**config.mk**
```make
export PLATFORM = sky130hd
export DESIGN_NAME = alu_arbiter
export DESIGN_NICKNAME = d
export VERILOG_FILES = /design/src/rtl/alu_pkg.sv /design/src/rtl/alu_arbiter_alu.sv /design/src/rtl/alu_arbiter.sv
export SDC_FILE = /design/constraint.sdc
export NUM_CORES = 1
export LEC_CHECK = 0
export BUFFER_PORTS_ARGS = -buffer_cell sky130_fd_sc_hd__buf_4
export CAP_MARGIN = 20
export CORE_ASPECT_RATIO = 1.5
export CORE_MARGIN = 4
export CORE_UTILIZATION = 30
export CTS_CLUSTER_SIZE = 24
export DETAILED_ROUTE_END_ITERATION = 10
export GPL_TIMING_DRIVEN = 1
export PLACE_DENSITY = 0.57
export SYNTH_ARGS = -nofsm -noshare
export SYNTH_HDL_FRONTEND = slang
export SYNTH_SLANG_ARGS = --single-unit
```
**constraint.sdc**
```tcl
create_clock -name i_clk -period 13.27 [get_ports i_clk]
set_input_delay 0.6635 -clock i_clk [delete_from_list [all_inputs] [get_ports i_clk]]
set_output_delay 0.6635 -clock i_clk [all_outputs]
set_load 0.005 [all_outputs]
```
**src/rtl/alu_pkg.sv**
```systemverilog
// Shared definitions for the ALU and its two-requester front end:
// control codes, arbiter FSM encoding and the legal-code check.
package alu_pkg;

    localparam logic [3:0] CTL_AND = 4'b0000;
    localparam logic [3:0] CTL_OR  = 4'b0001;
    localparam logic [3:0] CTL_ADD = 4'b0010;
    localparam logic [3:0] CTL_XOR = 4'b0011;
    localparam logic [3:0] CTL_SUB = 4'b0110;
    localparam logic [3:0] CTL_SHL = 4'b1000;
    localparam logic [3:0] CTL_SHR = 4'b1001;
    localparam logic [3:0] CTL_SRA = 4'b1010;

    typedef enum logic [1:0] {
        ST_IDLE = 2'd0,
        ST_EXEC = 2'd1,
        ST_RESP = 2'd2
    } state_t;

    // True for the eight codes the ALU implements.
    function automatic logic ctl_is_legal(input logic [3:0] ctl);
        case (ctl)
            CTL_AND, CTL_OR, CTL_ADD, CTL_XOR,
            CTL_SUB, CTL_SHL, CTL_SHR, CTL_SRA: return 1'b1;
            default:                            return 1'b0;
        endcase
    endfunction

endpackage

```
**src/rtl/alu_arbiter_alu.sv**
```systemverilog
// The shared 32-bit combinational ALU. Shifts use the low five bits
// of operand2; unknown codes produce 0.
module ALU
    import alu_pkg::*;
(
    input  logic [31:0] operand1,
    input  logic [31:0] operand2,
    input  logic [3:0]  ALUControl,
    output logic [31:0] result,
    output logic        zero,
    output logic        neg
);

    // Operation select and flag generation.
    always_comb begin
        // NOTE: every combinational output gets a default first so no path leaves it unassigned (no latch).
        result = '0;
        case (ALUControl)
            CTL_AND: result = operand1 & operand2;
            CTL_OR:  result = operand1 | operand2;
            CTL_ADD: result = operand1 + operand2;
            CTL_XOR: result = operand1 ^ operand2;
            CTL_SUB: result = operand1 - operand2;
            CTL_SHL: result = operand1 << operand2[4:0];
            CTL_SHR: result = operand1 >> operand2[4:0];
            CTL_SRA: result = $unsigned($signed(operand1) >>> operand2[4:0]);
            default: result = '0;
        endcase
        zero = (result == '0);
        neg  = result[31];
    end

endmodule

```
**src/rtl/alu_arbiter.sv**
```systemverilog
// Two requesters share one ALU. Round-robin grant in IDLE, one cycle of
// execution from registered operands, then the response is held for the
// owner until it is consumed. One operation in flight at a time.
module alu_arbiter
    import alu_pkg::*;
#(
    parameter int unsigned WIDTH     = 32,
    parameter bit          CHECK_CTL = 1'b1
) (
    input  logic             i_clk,
    input  logic             i_rst_n,
    input  logic             i_req0_valid,
    output logic             o_req0_ready,
    input  logic [WIDTH-1:0] i_req0_operand1,
    input  logic [WIDTH-1:0] i_req0_operand2,
    input  logic [3:0]       i_req0_ALUControl,
    input  logic             i_req1_valid,
    output logic             o_req1_ready,
    input  logic [WIDTH-1:0] i_req1_operand1,
    input  logic [WIDTH-1:0] i_req1_operand2,
    input  logic [3:0]       i_req1_ALUControl,
    output logic             o_rsp0_valid,
    input  logic             i_rsp0_ready,
    output logic [WIDTH-1:0] o_rsp0_result,
    output logic             o_rsp0_zero,
    output logic             o_rsp0_neg,
    output logic             o_rsp0_err,
    output logic             o_rsp1_valid,
    input  logic             i_rsp1_ready,
    output logic [WIDTH-1:0] o_rsp1_result,
    output logic             o_rsp1_zero,
    output logic             o_rsp1_neg,
    output logic             o_rsp1_err,
    output logic             o_busy
);

    state_t             state_q, state_d;
    logic               last_q;     // requester served most recently
    logic               owner_q;    // requester owning the op in flight
    logic [WIDTH-1:0]   op1_q, op2_q;
    logic [3:0]         ctl_q;
    logic [WIDTH-1:0]   res_q;
    logic               zero_q, neg_q, err_q;

    logic               grant_id, accept, rsp_fire, trap;
    logic [WIDTH-1:0]   alu_result;
    logic               alu_zero, alu_neg;

    // Round-robin grant: a lone requester wins; on a tie the one not served last wins.
    always_comb begin
        grant_id = (i_req0_valid && i_req1_valid) ? ~last_q : i_req1_valid;
        // NOTE: ready is gated by i_rst_n so every output reads 0 while reset is held.
        accept   = i_rst_n && (state_q == ST_IDLE) && (i_req0_valid || i_req1_valid);
        rsp_fire = (state_q == ST_RESP) && (owner_q ? i_rsp1_ready : i_rsp0_ready);
        trap     = CHECK_CTL && !ctl_is_legal(ctl_q);
    end

    assign o_req0_ready = accept && !grant_id;
    assign o_req1_ready = accept &&  grant_id;
    assign o_busy       = (state_q != ST_IDLE);

    // Next-state logic: IDLE -> EXEC on accept, EXEC -> RESP, RESP -> IDLE on consume.
    always_comb begin
        state_d = state_q;
        case (state_q)
            ST_IDLE: if (accept)   state_d = ST_EXEC;
            ST_EXEC:               state_d = ST_RESP;
            ST_RESP: if (rsp_fire) state_d = ST_IDLE;
            default:               state_d = ST_IDLE;
        endcase
    end

    // State, round-robin pointer and request capture.
    always_ff @(posedge i_clk or negedge i_rst_n) begin
        if (!i_rst_n) begin
            state_q <= ST_IDLE;
            last_q  <= 1'b1;
            owner_q <= 1'b0;
            op1_q   <= '0;
            op2_q   <= '0;
            ctl_q   <= '0;
        end else begin
            // NOTE: sequential state uses non-blocking assignments so all flops update from pre-edge values.
            state_q <= state_d;
            if (accept) begin
                last_q  <= grant_id;
                owner_q <= grant_id;
                op1_q   <= grant_id ? i_req1_operand1   : i_req0_operand1;
                op2_q   <= grant_id ? i_req1_operand2   : i_req0_operand2;
                ctl_q   <= grant_id ? i_req1_ALUControl : i_req0_ALUControl;
            end
        end
    end

    ALU u_alu (
        .operand1   (op1_q),
        .operand2   (op2_q),
        .ALUControl (ctl_q),
        .result     (alu_result),
        .zero       (alu_zero),
        .neg        (alu_neg)
    );

    // Capture the ALU outcome (or the trap value) during EXEC; hold it through RESP.
    always_ff @(posedge i_clk or negedge i_rst_n) begin
        if (!i_rst_n) begin
            res_q  <= '0;
            zero_q <= 1'b0;
            neg_q  <= 1'b0;
            err_q  <= 1'b0;
        end else if (state_q == ST_EXEC) begin
            res_q  <= trap ? '0   : alu_result;
            zero_q <= trap ? 1'b1 : alu_zero;
            neg_q  <= trap ? 1'b0 : alu_neg;
            err_q  <= trap;
        end
    end

    // Steer the held response to its owner; the other port reads all zeros.
    always_comb begin
        o_rsp0_valid  = (state_q == ST_RESP) && !owner_q;
        o_rsp1_valid  = (state_q == ST_RESP) &&  owner_q;
        o_rsp0_result = o_rsp0_valid ? res_q : '0;
        o_rsp0_zero   = o_rsp0_valid && zero_q;
        o_rsp0_neg    = o_rsp0_valid && neg_q;
        o_rsp0_err    = o_rsp0_valid && err_q;
        o_rsp1_result = o_rsp1_valid ? res_q : '0;
        o_rsp1_zero   = o_rsp1_valid && zero_q;
        o_rsp1_neg    = o_rsp1_valid && neg_q;
        o_rsp1_err    = o_rsp1_valid && err_q;
    end

endmodule
```
# Word-level counts from Yosys, hierarchy flattened
# Memories as Yosys holds them, arrays and structs flattened.
# Index checks and enable logic that the tools add are counted.
op_classes:
  n_addsub: 2
  eq_ne: 11
  shift: 3
  muxes: 14
  n_bitwise: 4
  n_reduce_logical: 23
op_table:
  columns: ["cell", "n"]
  rows:
  - ["one-hot mux 32 bit (8 select lines)", 1]
  - ["two-way mux 32 bit", 5]
  - ["adder 32 bit", 1]
  - ["AND 32 bit", 1]
  - ["zero test 32 bit", 1]
  - ["OR 32 bit", 1]
  - ["<< shifter 32 x 5 -> 32 bit", 1]
  - [">> shifter 32 x 5 -> 32 bit", 1]
  - [">>> shifter 32 x 5 -> 32 bit", 1]
  - ["subtractor 32 bit", 1]
  - ["XOR 32 bit", 1]
  - ["logical AND 1 bit", 14]
  - ["== test 4 bit, second input constant", 3]
  - ["== test 4 x 2 -> 1 bit, second input constant", 2]
  - ["one-hot mux 2 bit (3 select lines)", 1]
  - ["== test 4 x 1 -> 1 bit, second input constant", 1]
  - ["== test 4 x 3 -> 1 bit, second input constant", 1]
  - ["zero test 4 bit", 1]
  - ["two-way mux 1 bit", 4]
  - ["two-way mux 2 bit", 2]
  - ["two-way mux 4 bit", 1]
  - ["inequality test 2 bit, second input constant", 2]
  - ["zero test 1 bit", 3]
  - ["== test 2 x 1 -> 1 bit, second input constant", 1]
  - ["6 further kinds", 6]
word_totals:
  regBits: 107
  mem_bits_ro: 16
  in_bits: 142
  output_inout_bits: 75
  wordCells: 68
  mem_count: 1
memory_table:
  columns: ["memory", "words", "word_bits", "read_ports", "rd_clocked_by_memory_dff", "write_ports", "line", "source"]
  rows:
  - ["(no name shown)", 16, 1, 1, 0, 0, "alu_pkg.sv:22", "case (ctl)"]

# Longest topological paths before layout
# Gate-level depths: netlist of the first run.
depth:
  ltp_word: 5
  ltp_mapped: 23
  mapped_depth_nobuf: 19

# Cells and area by module
# Synthesis of the first run repeated with hierarchy kept, for this count alone.
hier_totals:
  cells_unflattened: 1918
  hier_area_um2: 14873.0
by_module_without_submodules:
  columns: ["mod", "instances", "cells_each", "area_per_inst_um2", "seq_area_each_um2"]
  rows:
  - ["ALU", 1, 1353, 9562.9, 0.0]
  - ["alu_arbiter", 1, 565, 5310.1, 2678.8]

# Least setup slack after synthesis of the first run
# Ideal clock, no wire load.
synth_path:
  kind: "reg2reg"
  start: "register op2_q[0]"
  end: "register zero_q"
  setup_ns: 0.076
  t_arrival_ns: 4.895
  required_ns: 13.194
  setup_slack_ns: 8.299
  path_stages_with_launch: 23
  n_path_buf: 4
  period_less_slack_ns: 4.971
  path_cell_list: "dfrtp_1 > buf_2 > inv_2 > clkbuf_1 > clkbuf_1 > ha_1 > nand4_1 > nor2b_1 > nand2_1 > or3_1 > o31ai_1 > xnor2_1 > ha_1 > clkbuf_1 > nand4_1 > o211a_1 > a22o_1 > a31oi_1 > xor2_1 > a211o_1 > nor4_1 > nand4_1 > o21ai_1"
synth_between:
  elab_chain_len: 4
  elab_cells_between_ends: 11
  cone_classes: "add/sub (2); shift (3); mux (2); bitwise (3); reduce/logical (1)"
synth_lines:
  columns: ["item", "line", "source"]
  rows:
  - ["from (decl)", "alu_arbiter.sv:40", "logic [WIDTH-1:0] op1_q, op2_q;"]
  - ["from (signal assigned)", "alu_arbiter.sv:89", "op2_q <= grant_id ? i_req1_operand2 : i_req0_operand2;"]
  - ["subtractor 32 bit (tied with other cells)", "alu_arbiter_alu.sv:23", "CTL_SUB: result = operand1 - operand2;"]
  - ["one-hot mux 32 bit (8 select lines) (*)", "alu_arbiter_alu.sv:18", "case (ALUControl)"]
  - ["zero test 32 bit (*)", "alu_arbiter_alu.sv:29", "zero = (result == '0);"]
  - ["two-way mux 1 bit (*)", "alu_arbiter.sv:113", "zero_q <= trap ? 1'b1 : alu_zero;"]
  - ["to (signal assigned)", "alu_arbiter.sv:113", null]
  - ["to (decl)", "alu_arbiter.sv:43", "logic zero_q, neg_q, err_q;"]
# Mark *: on every way between the ends. The rest lies on a longest branch, timed or not.
# A chain may end at the register's enable or synchronous reset.

# Final worst setup path of the first run
layout_path:
  start: "register ctl_q[1]"
  end: "register zero_q"
layout_between:
  elab_chain_len: 4
  elab_cells_between_ends: 12
  cone_classes: "eq/ne (7); mux (2); reduce/logical (2); memory (1)"
layout_lines:
  columns: ["item", "line", "source"]
  rows:
  - ["from (decl)", "alu_arbiter.sv:41", "logic [3:0] ctl_q;"]
  - ["from (signal assigned)", "alu_arbiter.sv:90", "ctl_q <= grant_id ? i_req1_ALUControl : i_req0_ALUControl;"]
  - ["== test 4 bit (tied with other cells)", "alu_arbiter_alu.sv:18", null]
  - ["one-hot mux 32 bit (8 select lines)", "alu_arbiter_alu.sv:18", null]
  - ["zero test 32 bit", "alu_arbiter_alu.sv:29", null]
  - ["two-way mux 1 bit (*)", "alu_arbiter.sv:113", null]
# Marked as above.

==> impl_metrics.py, run 1 <==
metrics = {
    "outcome": {
        "outcome": "completed",
    },
    "drt": {
        "drt_iter0_markers": 1505,
        "routed_wire_length_per_instance_um": 27.90,
        "viasPerCell": 5.974,
        "ant_nets": 0,
        "route.detailed.drc": 0,
        "drtPass1Iterations": 6,
        "via_count": 15287,
        "wl_um": 71390,
    },
    "cts": {
        "clk-insertion-delay-late_ps": 390,
        "cts_hold_buf": 0,
        "htree_num_levels": 3,
        "resize_count_post_cts": 0,
        "cts.sinks": 106,
        "cts.path.max_buffers": 2,
        "number_of_buffers_created_by_cts": 9,
        "clk_root_buffer_cell": "clkbuf_16",
        "post-cts-setup-buffers": 0,
        "cts_tree": "built",
        "clock_slew_seen_by_the_registers_of_the_worst_setup_and_hold_paths_ps": 80,
    },
    "setup_path": {
        "ff2ff_path_depth": 18,
        "worst-r2r-setup-slack_ps": 7100,
        "worst_path_arrival_ps": 6490,
        "reg2reg_from": "ctl_q[1]",
        "critical_path.max_fanout": 44,
        "critPathLaunchType": "register",
        "worst_r2r_endpoint": "zero_q",
        "worst-setup-path-type": "register to register",
        "crit_end_category": "register",
        "required_ps": 13590,
    },
    "place": {
        "port_buffers": 216,
        "dp_hpwl_um": 56440,
        "gp_congestion": 1.064,
    },
    "synth": {
        "synth_edf_count": 0,
        "synth_top_flop_cell": "dfrtp_1",
        "synth_seq_area_share_pct": 18.42,
        "postSynthCellCount": 1849,
        "synth_warnings": 0,
        "synth_fp_nets": 2089,
        "yosys_register_bits": 106,
        "syn-mean-instance-area_um2": 7.793,
        "netlist_area_um2": 14410,
        "yosys.cell_types.count": 86,
        "synth_async_sr_flop_share_pct": 100.0,
    },
    "hold_path": {
        "hp-class": "input pin to async pin",
    },
    "floorplan": {
        "fp.dieW_um": 186.9,
        "die_height_um": 276.4,
        "placeableCoreArea_um2": 47580,
        "initial_utilization_pct": 30.29,
        "design.portCount": 217,
        "die-area_um2": 51680,
        "core.rowCount": 98,
    },
    "power": {
        "pwr_density_cell_nw_per_um2": 320.5,
        "leakage_power_summed_over_all_cells_nw": 7.354,
        "vdd_drop_max_v": 0.0001002,
        "report.power.total_mw": 5.369,
    },
    "sta": {
        "tns_ps": 0,
        "tightestPinTransition_ps": 1155,
        "pins_over_slew_limit": 0,
        "timing.slew.headroom_pct": 23.00,
        "setup_viol": 0,
        "finalCritPeriodShare_pct": 46.49,
        "final_period_minus_worst_setup_slack_ps": 6169,
        "hold_viol": 0,
        "clock-skew-final_ps": 13.55,
        "clock.fmax_mhz": 162.1,
        "rsz_0062_raised_after_global_routing": "false",
    },
    "global_routing": {
        "first_global_vias": 14997,
        "grt_overflow": 0,
        "grt_pass1_wl_um": 103700,
        "grt_antenna_before_repair": 1,
        "grt_max_degree": 100,
        "grt_usage_pct": 26.60,
    },
    "job": {
        "cap_violations": 0,
    },
    "cells_and_area": {
        "drive_gt1_share_pct": 19.97,
        "nFillCells": 5050,
        "final_nets": 2193,
        "syn2layout_area_growth_pct": 16.25,
    },
}
-- power by group --
part           internal, mW  total [mW]  switching, mW
combinational          1.51        4.21           2.70
sequential            0.466       0.863          0.397
clock                 0.151       0.294          0.143
-- cell usage in the layout (no fill, tap or decap), drive strengths merged, types with 10 or more instances in the layout --
master	synthesis	routed
inv	78	82
a21oi	93	93
buf	46	258
nor2b	12	12
ha	97	97
mux2i	129	129
and2	79	79
xnor2	40	40
nor3	22	22
nand2	229	229
mux4	44	44
nor2	125	125
nand4	22	22
clkbuf	119	10
nand2b	22	22
or3	10	10
xor2	13	13
o22ai	15	15
a31oi	20	20
and3	14	14
nand3	29	29
nor4	10	10
a211oi	32	32
a22o	15	15
o21ai	191	191
a21o	19	19
a22oi	17	17
mux2	47	47
o211ai	24	24
or2	10	10
dfrtp	105	105
-- per-stage QoR --
| step | utilization, % | cell area (um^2) | setup WS (ps) | cells | hold WS, ps |
|---|---|---|---|---|---|
| after floorplan | - | 14410 | 8299 | 1849 | 367.9 |
| after global placement | 34.53 | 16430 | 7251 | 2540 | 469.8 |
| after detailed placement | 34.56 | 16440 | 7175 | 2542 | 487.7 |
| after CTS | 35.21 | 16750 | 7133 | 2558 | 309.8 |
| after global routing | 35.21 | 16750 | 6627 | 2558 | 334.7 |
| final | 35.21 | 16750 | 7101 | 2559 | 287.7 |
-- layout make-up --
| class | instances | area (um^2) | area share [%] |
|---|---|---|---|
| diodes | 1 | 2.502 | 0.01494 |
| clock buffers | 10 | 229.0 | 1.367 |
| clock inverters | 6 | 78.83 | 0.4705 |
| inverters | 80 | 300.3 | 1.793 |
| multi-input cells | 1498 | 10790 | 64.41 |
| flip-flops and latches | 106 | 2664 | 15.90 |
| well taps | 600 | 750.7 | 4.481 |
| repair buffers | 258 | 1937 | 11.56 |
-- worst max path at each step --
stage,startpoint,end,slack (ps),cells past startpoint
floorplan,op2_q[0],zero_q,8300,22
global placement,ctl_q[1],zero_q,7250,18
detailed placement,ctl_q[1],zero_q,7170,18
CTS,ctl_q[1],zero_q,7130,18
global route,ctl_q[1],zero_q,6630,18
finish,ctl_q[1],zero_q,7100,18
-- registers in the layout (all words and copies together) (netlist names) --
signal   cells
op1_q       32
op2_q       32
res_q       32
ctl_q        4
state_q      2
err_q        1
last_q       1
owner_q      1
zero_q       1
-- cell families (layout without fill, tap and decap cells) --
| group | count (synthesis) | count (layout) | synth area share [%] |
|---|---|---|---|
| compound gates | 522 | 522 | 22.95 |
| xor+xnor | 53 | 53 | 3.221 |
| fa+ha+maj | 98 | 98 | 8.561 |
| buf+inv | 245 | 354 | 6.981 |
| flops | 106 | 106 | 18.42 |
| mux | 220 | 220 | 19.65 |
| other cells | 0 | 1 | 0 |
| simple gates | 605 | 605 | 20.22 |
-- critical path, stage by stage, from the launching register on --
cell	delay [ps]
dfrtp_1	330
buf_4	470
nand2b_1	290
nor2_2	130
buf_4	380
nand2_1	520
nand2_1	200
o21ai_0	200
fa_1	450
nand2b_1	190
a211oi_1	480
o21ai_0	370
nand2b_1	190
xor2_1	100
a2111oi_0	870
nand2_1	200
nor4_1	400
nand4_1	140
o21ai_1	140
-- routing by layer --
metal | track usage (%) | part of all wire (%) | vias up
met5 | 0 | 0 | -
met4 | 15.56 | 6.9 | 0
met3 | 3.865 | 6.9 | 189
met2 | 45.34 | 48 | 809
met1 | 31.80 | 38 | 7367
li1 | - | - | 6922
-- synth_stat cells, drive strengths merged, types with 4 or more instances --
library cell  count  area, um^2
and3             14       87.58
a2111oi           7       61.31
a211o             6       52.55
nor4             10       77.57
o221ai            5       43.79
mux4             44       998.5
a21oi            93       465.5
o2111ai           5       43.79
nand2b           22       137.6
or2              10       62.56
a22oi            17       127.6
a211oi           32       240.2
o41ai             6       52.55
nand4            22       137.6
nor2            125       469.2
a21o             19       142.6
a221oi            6       52.55
ha               97        1214
a41oi             4       35.03
nor3             22       115.1
nand3            29       145.1
o32ai             5       43.79
o22ai            15       93.84
mux2i           129        1304
dfrtp           105        2628
or3              10       62.56
a221o             5       50.05
a31oi            20       125.1
o21a              8       60.06
and2             79       494.2
clkbuf          119       446.7
nor2b            12       75.07
o211ai           24       180.2
inv              78       292.8
nand2           229       859.6
a22o             15       131.4
buf              46       259.0
a32oi             5       43.79
nand4b            5       43.79
o31ai             9       67.56
mux2             47       529.3
xor2             13       113.9
xnor2            40       350.3
o21ai           191       959.7
(Power assumes the default switching activity.)
==> inputs of run 2 (changes only) <==
==> constraint.sdc (replaced) <==
create_clock -name i_clk -period 6.2 [get_ports i_clk]
set_input_delay 0.31 -clock i_clk [delete_from_list [all_inputs] [get_ports i_clk]]
set_output_delay 0.31 -clock i_clk [all_outputs]
set_load 0.005 [all_outputs]
==> run 2 against run 1 <==
Compared with the run above:
- global-route usage is 0.26 points higher
- maximum frequency up 14%
- clock power is 120% higher
- largest power group unchanged
- highest routed layer unchanged
- critical endpoint unchanged
- critical path type unchanged
- via count increased by 0.14%
- clock skew is 14 ps higher
- largest cell class unchanged
- utilization grew 0.38 points
==> impl_metrics.py, run 2 (synthesis results as in run 1) <==
metrics = {
    "cts": {
        "htree_num_levels": 3,
        "post-cts-setup-buffers": 0,
        "clk_root_buffer_cell": "clkbuf_16",
        "clock_slew_seen_by_the_registers_of_the_worst_setup_and_hold_paths_ps": 100,
        "number_of_buffers_created_by_cts": 9,
        "cts.path.max_buffers": 2,
        "clk-insertion-delay-late_ps": 400,
        "cts.sinks": 106,
        "cts_tree": "built",
    },
    "power": {
        "vdd_drop_max_v": 0.0002552,
        "leakage_power_summed_over_all_cells_nw": 7.463,
        "pwr_density_cell_nw_per_um2": 697.8,
        "report.power.total_mw": 11.81,
    },
    "setup_path": {
        "worst_path_arrival_ps": 5730,
        "startpoint": "op2_q[0]",
        "worst-setup-path-type": "register to register",
        "reg2reg_from": "op2_q[0]",
        "required_ps": 6510,
        "critical_path.max_fanout": 28,
        "critPathLaunchType": "register",
        "crit_end_category": "register",
    },
    "floorplan": {
        "fp.dieW_um": 186.9,
        "core.rowCount": 98,
        "initial_utilization_pct": 30.29,
        "die_height_um": 276.4,
        "die-area_um2": 51680,
        "design.portCount": 217,
        "placeableCoreArea_um2": 47580,
    },
    "global_routing": {
        "grt_antenna_before_repair": 0,
        "first_global_vias": 15165,
        "grt_overflow": 0,
        "grt_max_degree": 74,
        "grt_usage_pct": 26.85,
        "grt_pass1_wl_um": 104900,
    },
    "drt": {
        "viasPerCell": 5.931,
        "drt_iter0_markers": 1521,
        "drtPass1Iterations": 6,
        "route.detailed.drc": 0,
        "ant_nets": 0,
        "via_count": 15309,
        "routed_wire_length_per_instance_um": 27.96,
        "wl_um": 72160,
    },
    "cells_and_area": {
        "nFillCells": 5055,
        "drive_gt1_share_pct": 20.85,
        "stdcell_area_um2": 16930,
        "final_nets": 2216,
        "antenna_cells_inserted": 0,
        "multi_input_logic_area_um2": 10790,
        "syn2layout_area_growth_pct": 17.50,
        "largest_registers": "op1_q (32), op2_q (32), res_q (32)",
        "most-common-layout-cells": "280 x buf_4, 228 x nand2_1, 187 x o21ai_0",
        "seqCellArea_um2": 2664,
        "layout_commonest_cell": "buf_4",
    },
    "place": {
        "gp_congestion": 1.056,
        "port_buffers": 216,
        "dp_hpwl_um": 56600,
        "placedInstanceArea_um2": 16600,
    },
    "outcome": {
        "outcome": "completed",
    },
    "sta": {
        "rsz_0062_raised_after_global_routing": "false",
        "finalCritPeriodShare_pct": 87.41,
        "hold_viol": 0,
        "clock-skew-final_ps": 27.82,
        "final_period_minus_worst_setup_slack_ps": 5419,
        "pins_over_slew_limit": 0,
        "timing.slew.headroom_pct": 32.16,
        "tightestPinTransition_ps": 1007,
        "tns_ps": 0,
        "clock.fmax_mhz": 184.5,
        "setup_viol": 0,
    },
    "hold_path": {
        "hp-start": "i_req0_operand1[3]",
        "hp-class": "input pin to register",
    },
    "job": {
        "cap_violations": 0,
    },
}
## run 2: cell types whose count changed in the layout (fill, tap and decap cells not counted), sizes merged
cell,delta
clkinvlp,+2
clkbuf,-1
inv,-1
dlygate4sd3,+1
buf,+22
diode,-1
## run 2: per-stage QoR
stage               worst slack (ps)  instances  util, %  hold slack (ps)
finish                         780.9       2581    35.59            193.7
global route                   604.3       2581    35.59            203.8
CTS                            912.6       2581    35.59            184.0
detailed placement             958.4       2564    34.90            381.7
global placement               984.8       2564    34.90            379.6
floorplan                       1229       1849        -            14.41
## run 2: cell type report
class,instances,share of cell area (%)
clock inverters,7,0.5468
repair buffers,281,12.47
clock buffers,9,1.330
multi-input cells,1498,63.71
inverters,80,1.773
well taps,600,4.434
flip-flops and latches,106,15.73
## run 2: repair_timing
action / in CTS / in global routing
endpoints found under the hold margin: 43 / 0
hold buffers: 1 / 0
resized for setup: 0 / 0
## run 2: critical path, cell delays in order, from the launching register on
cell	delay, ps
dfrtp_2	640
or2_2	480
nor4_4	330
nand4b_1	350
o41ai_1	500
xnor2_1	170
ha_1	540
nand2_1	140
o21bai_1	210
a21oi_1	130
and3_1	270
nor4_1	670
o41ai_1	290
nor4_1	350
nand4_1	120
o21ai_1	130
## run 2: power by group
part	total [mW]	leakage (nW)	switching (mW)	internal (mW)
Clock	0.657	0.149	0.332	0.325
Sequential	1.73	1.32	0.730	1.00
Combinational	9.43	5.99	6.09	3.33
## run 2: path summary, 6_finish.rpt
check | to | cells past startpoint | slack [ps]
worst max-delay path | zero_q | 15 | 780
worst min-delay path | op1_q[3] | 3 | 190
worst max register to register | zero_q | 15 | 780
worst min register to register | res_q[3] | 2 | 500
max in group asynchronous | res_q[0] | 3 | 4440
min in group asynchronous | op2_q[18] | 2 | 500
## run 2: routing by layer
metal | wire, um | part of all wire, % | GRT usage (%) | vias up
li1 | - | - | - | 6967
met1 | 27990 | 39 | 32.03 | 7358
met2 | 33520 | 46 | 44.27 | 788
met3 | 4823 | 6.7 | 4.433 | 196
met4 | 5822 | 8.1 | 18.16 | 0
met5 | 0 | 0 | 0 | -
==> inputs of run 3 (changes only) <==
--- a/config.mk
+++ b/config.mk
@@ -14,6 +14,8 @@
 export DETAILED_ROUTE_END_ITERATION = 10
 export GPL_TIMING_DRIVEN = 1
 export PLACE_DENSITY = 0.57
+export SLEW_MARGIN = 20
 export SYNTH_ARGS = -nofsm -noshare
 export SYNTH_HDL_FRONTEND = slang
+export SYNTH_HIERARCHICAL = 1
 export SYNTH_SLANG_ARGS = --single-unit
==> run 3 against run 2 <==
Compared with the run above:
- maximum frequency fell by 4.2%
- the flow now finishes with violations (negative hold slack)
- worst hold slack got worse by 210 ps
- via count rose by 6.0%
- combinational power barely moved
- sequential share of layout area fell by 0.17 points
- sequential cell count rose by 1
- critical path type unchanged
- global-route usage fell by 0.58 points
- clock skew fell by 10 ps
==> impl_metrics.py, run 3 <==
metrics = {
    "outcome": {
        "outcome": "finished, violations left",
        "failing_checks": "negative hold slack",
    },
    "cts": {
        "cts.sinks": 107,
        "clock_slew_seen_by_the_registers_of_the_worst_setup_and_hold_paths_ps": 90,
        "resize_count_post_cts": 0,
        "htree_num_levels": 3,
        "post-cts-setup-buffers": 0,
        "number_of_buffers_created_by_cts": 9,
        "clk_root_buffer_cell": "clkbuf_16",
        "cts.path.max_buffers": 2,
        "clk-insertion-delay-late_ps": 390,
        "cts_hold_buf": 0,
        "cts_tree": "built",
    },
    "synth": {
        "synth.most_common_cell": "nand2_1",
        "synth_async_sr_flop_share_pct": 100.0,
        "synth_seq_area_share_pct": 18.01,
        "yosys_register_bits": 107,
        "syn-mean-instance-area_um2": 7.754,
        "synth_top_flop_cell": "dfrtp_1",
        "ys_top_cells_by_area": "dfrtp_1 18%, ha_1 8.2%, nand2_1 6.6%, mux4_2 5.5%, mux2i_1 5.3%",
        "synth_largest_type_area_fraction_pct": 17.83,
        "synth_commonest_cells": "261 x nand2_1, 130 x a21oi_1, 117 x nor2_1, 106 x dfrtp_1, 97 x ha_1",
        "netlist_area_um2": 14870,
        "synth_edf_count": 0,
        "synth_fp_nets": 2158,
        "yosys.cell_types.count": 95,
        "yosysTopAreaCell": "dfrtp_1",
        "synth_warnings": 6,
        "postSynthCellCount": 1918,
    },
    "setup_path": {
        "worst_r2r_endpoint": "zero_q",
        "worst-r2r-setup-slack_ps": 540,
        "critical_path.max_fanout": 7,
        "reg2reg_from": "op2_q[8]",
        "crit_end_category": "register",
        "ff2ff_path_depth": 21,
        "worst-setup-path-type": "register to register",
        "critPathLaunchType": "register",
        "worst_path_arrival_ps": 5980,
        "required_ps": 6520,
        "startpoint": "op2_q[8]",
    },
    "global_routing": {
        "grt_pass1_wl_um": 106200,
        "first_global_vias": 15818,
        "grt_max_degree": 72,
        "grt_usage_pct": 26.27,
        "grt_overflow": 0,
        "grt_antenna_before_repair": 3,
    },
    "place": {
        "placedInstanceArea_um2": 16990,
        "gp_congestion": 1.078,
        "port_buffers": 216,
        "placement.setup.worst_slack_ps": 797.8,
        "dp_hpwl_um": 56760,
    },
    "sta": {
        "pins_over_slew_limit": 0,
        "rsz_0062_raised_after_global_routing": "false",
        "clock-skew-final_ps": 17.62,
        "clock.fmax_mhz": 176.8,
        "timing.final.ws_setup_ps": 543.0,
        "tightestPinTransition_ps": 1016,
        "finalCritPeriodShare_pct": 91.24,
        "worst_hold_slack_ps": -16.80,
        "timing.slew.headroom_pct": 32.21,
        "final_period_minus_worst_setup_slack_ps": 5657,
        "setup_viol": 0,
        "tns_ps": 0,
        "hold_viol": 33,
    },
    "floorplan": {
        "die_height_um": 280.7,
        "die-area_um2": 53280,
        "placeableCoreArea_um2": 48800,
        "design.portCount": 217,
        "fp.dieW_um": 189.8,
        "initial_utilization_pct": 30.47,
        "core.rowCount": 99,
    },
    "drt": {
        "wl_um": 72680,
        "routed_wire_length_per_instance_um": 27.04,
        "via_count": 16231,
        "drtPass1Iterations": 6,
        "route.detailed.drc": 0,
        "ant_nets": 0,
        "viasPerCell": 6.038,
        "drt_iter0_markers": 1754,
    },
    "power": {
        "report.power.total_mw": 11.79,
        "leakage_power_summed_over_all_cells_nw": 7.471,
        "pwr_density_cell_nw_per_um2": 682.9,
        "vdd_drop_max_v": 0.0002712,
    },
    "hold_path": {
        "hp-class": "input pin to async pin",
    },
    "cells_and_area": {
        "drive_gt1_share_pct": 20.48,
        "post-route-util_pct": 35.38,
        "most-common-layout-cells": "267 x buf_4, 261 x nand2_1, 130 x a21oi_1",
        "stdcell_area_um2": 17270,
        "syn2layout_area_growth_pct": 16.10,
        "layout_commonest_cell": "buf_4",
        "nFillCells": 5283,
        "largest_registers": "op1_q (32), op2_q (32), res_q (32)",
        "final_nets": 2266,
    },
    "job": {
        "cap_violations": 0,
    },
}
==> run 3: cell count changes after synthesis, sizes merged, moves of 30 or more <==
| cell | delta |
|---|---|
| a21oi | +37 |
| a221o | +65 |
| buf | +35 |
| clkbuf | -30 |
| mux2i | -49 |
| nand2 | +32 |
| nor3 | +69 |
| o21ai | -105 |
==> run 3: how the worst max path moves through the flow <==
stage	endpoint	slack [ps]
3_3_place_gp	zero_q	810
5_1_grt	zero_q	350
2_1_floorplan	zero_q	950
6_report	zero_q	540
3_5_place_dp	zero_q	800
4_1_cts	zero_q	720
==> run 3: layer usage <==
metal	global-route usage (%)	wire [um]	vias to the layer above
li1	-	-	7305
met1	30.85	27450	7798
met2	44.30	34280	877
met3	3.454	4767	247
met4	18.26	6146	4
met5	0	28	-
==> run 3: critical path, stage by stage, from the launching register on <==
cell and delay [ps]:
dfrtp_1 450, nor4_1 680, and4_1 320, and3_1 200, nand2_1 120, or2_2 340, nor2_1 210, a21oi_1 120
xnor2_1 140, ha_1 400, nand2_1 120, o21a_1 180, or3_1 200, nand4_1 170, a21o_1 230, nor3_1 600
o211ai_1 230, nor3_1 170, or4b_1 450, nor2_1 110, nand2_1 60, nand3b_1 80
==> run 3: layout make-up <==
type | count | area [um^2] | share of cell area, %
multi-input cells | 1553 | 11140 | 64.54
inverters | 88 | 330.3 | 1.913
diodes | 1 | 2.502 | 0.01449
clock inverters | 5 | 45.04 | 0.2609
flip-flops and latches | 107 | 2688 | 15.56
clock buffers | 11 | 232.7 | 1.348
repair buffers | 267 | 2004 | 11.61
well taps | 656 | 820.8 | 4.753
==> run 3: report_power, final <==
part           internal [mW]  leakage (nW)  total (mW)  switching, mW
clock                  0.281         0.138       0.586          0.305
sequential             0.997          1.35        1.75          0.753
combinational           3.49          5.98        9.46           5.97
total                   4.76          7.47        11.8           7.03
==> run 3: per-stage QoR <==
| step | std cells | hold slack, ps |
|---|---|---|
| detailed placement | 2671 | 433.6 |
| global route | 2687 | 45.24 |
| CTS | 2687 | 9.936 |
| global placement | 2671 | 420.6 |
| floorplan | 1918 | 14.41 |
| finish | 2688 | -16.80 |
==> run 3: cells by family (layout without fill, tap and decap cells) <==
group,after synthesis,count (layout),synth area share (%)
and+or+nand+nor,708,708,23.45
AOI/OAI and AO/OA,545,545,25.94
buffers and inverters,258,371,7.563
muxes,157,157,14.10
DFF,107,107,18.01
adders and majority gates,98,98,8.295
xor gates and xnor gates,45,45,2.650
other,0,1,0
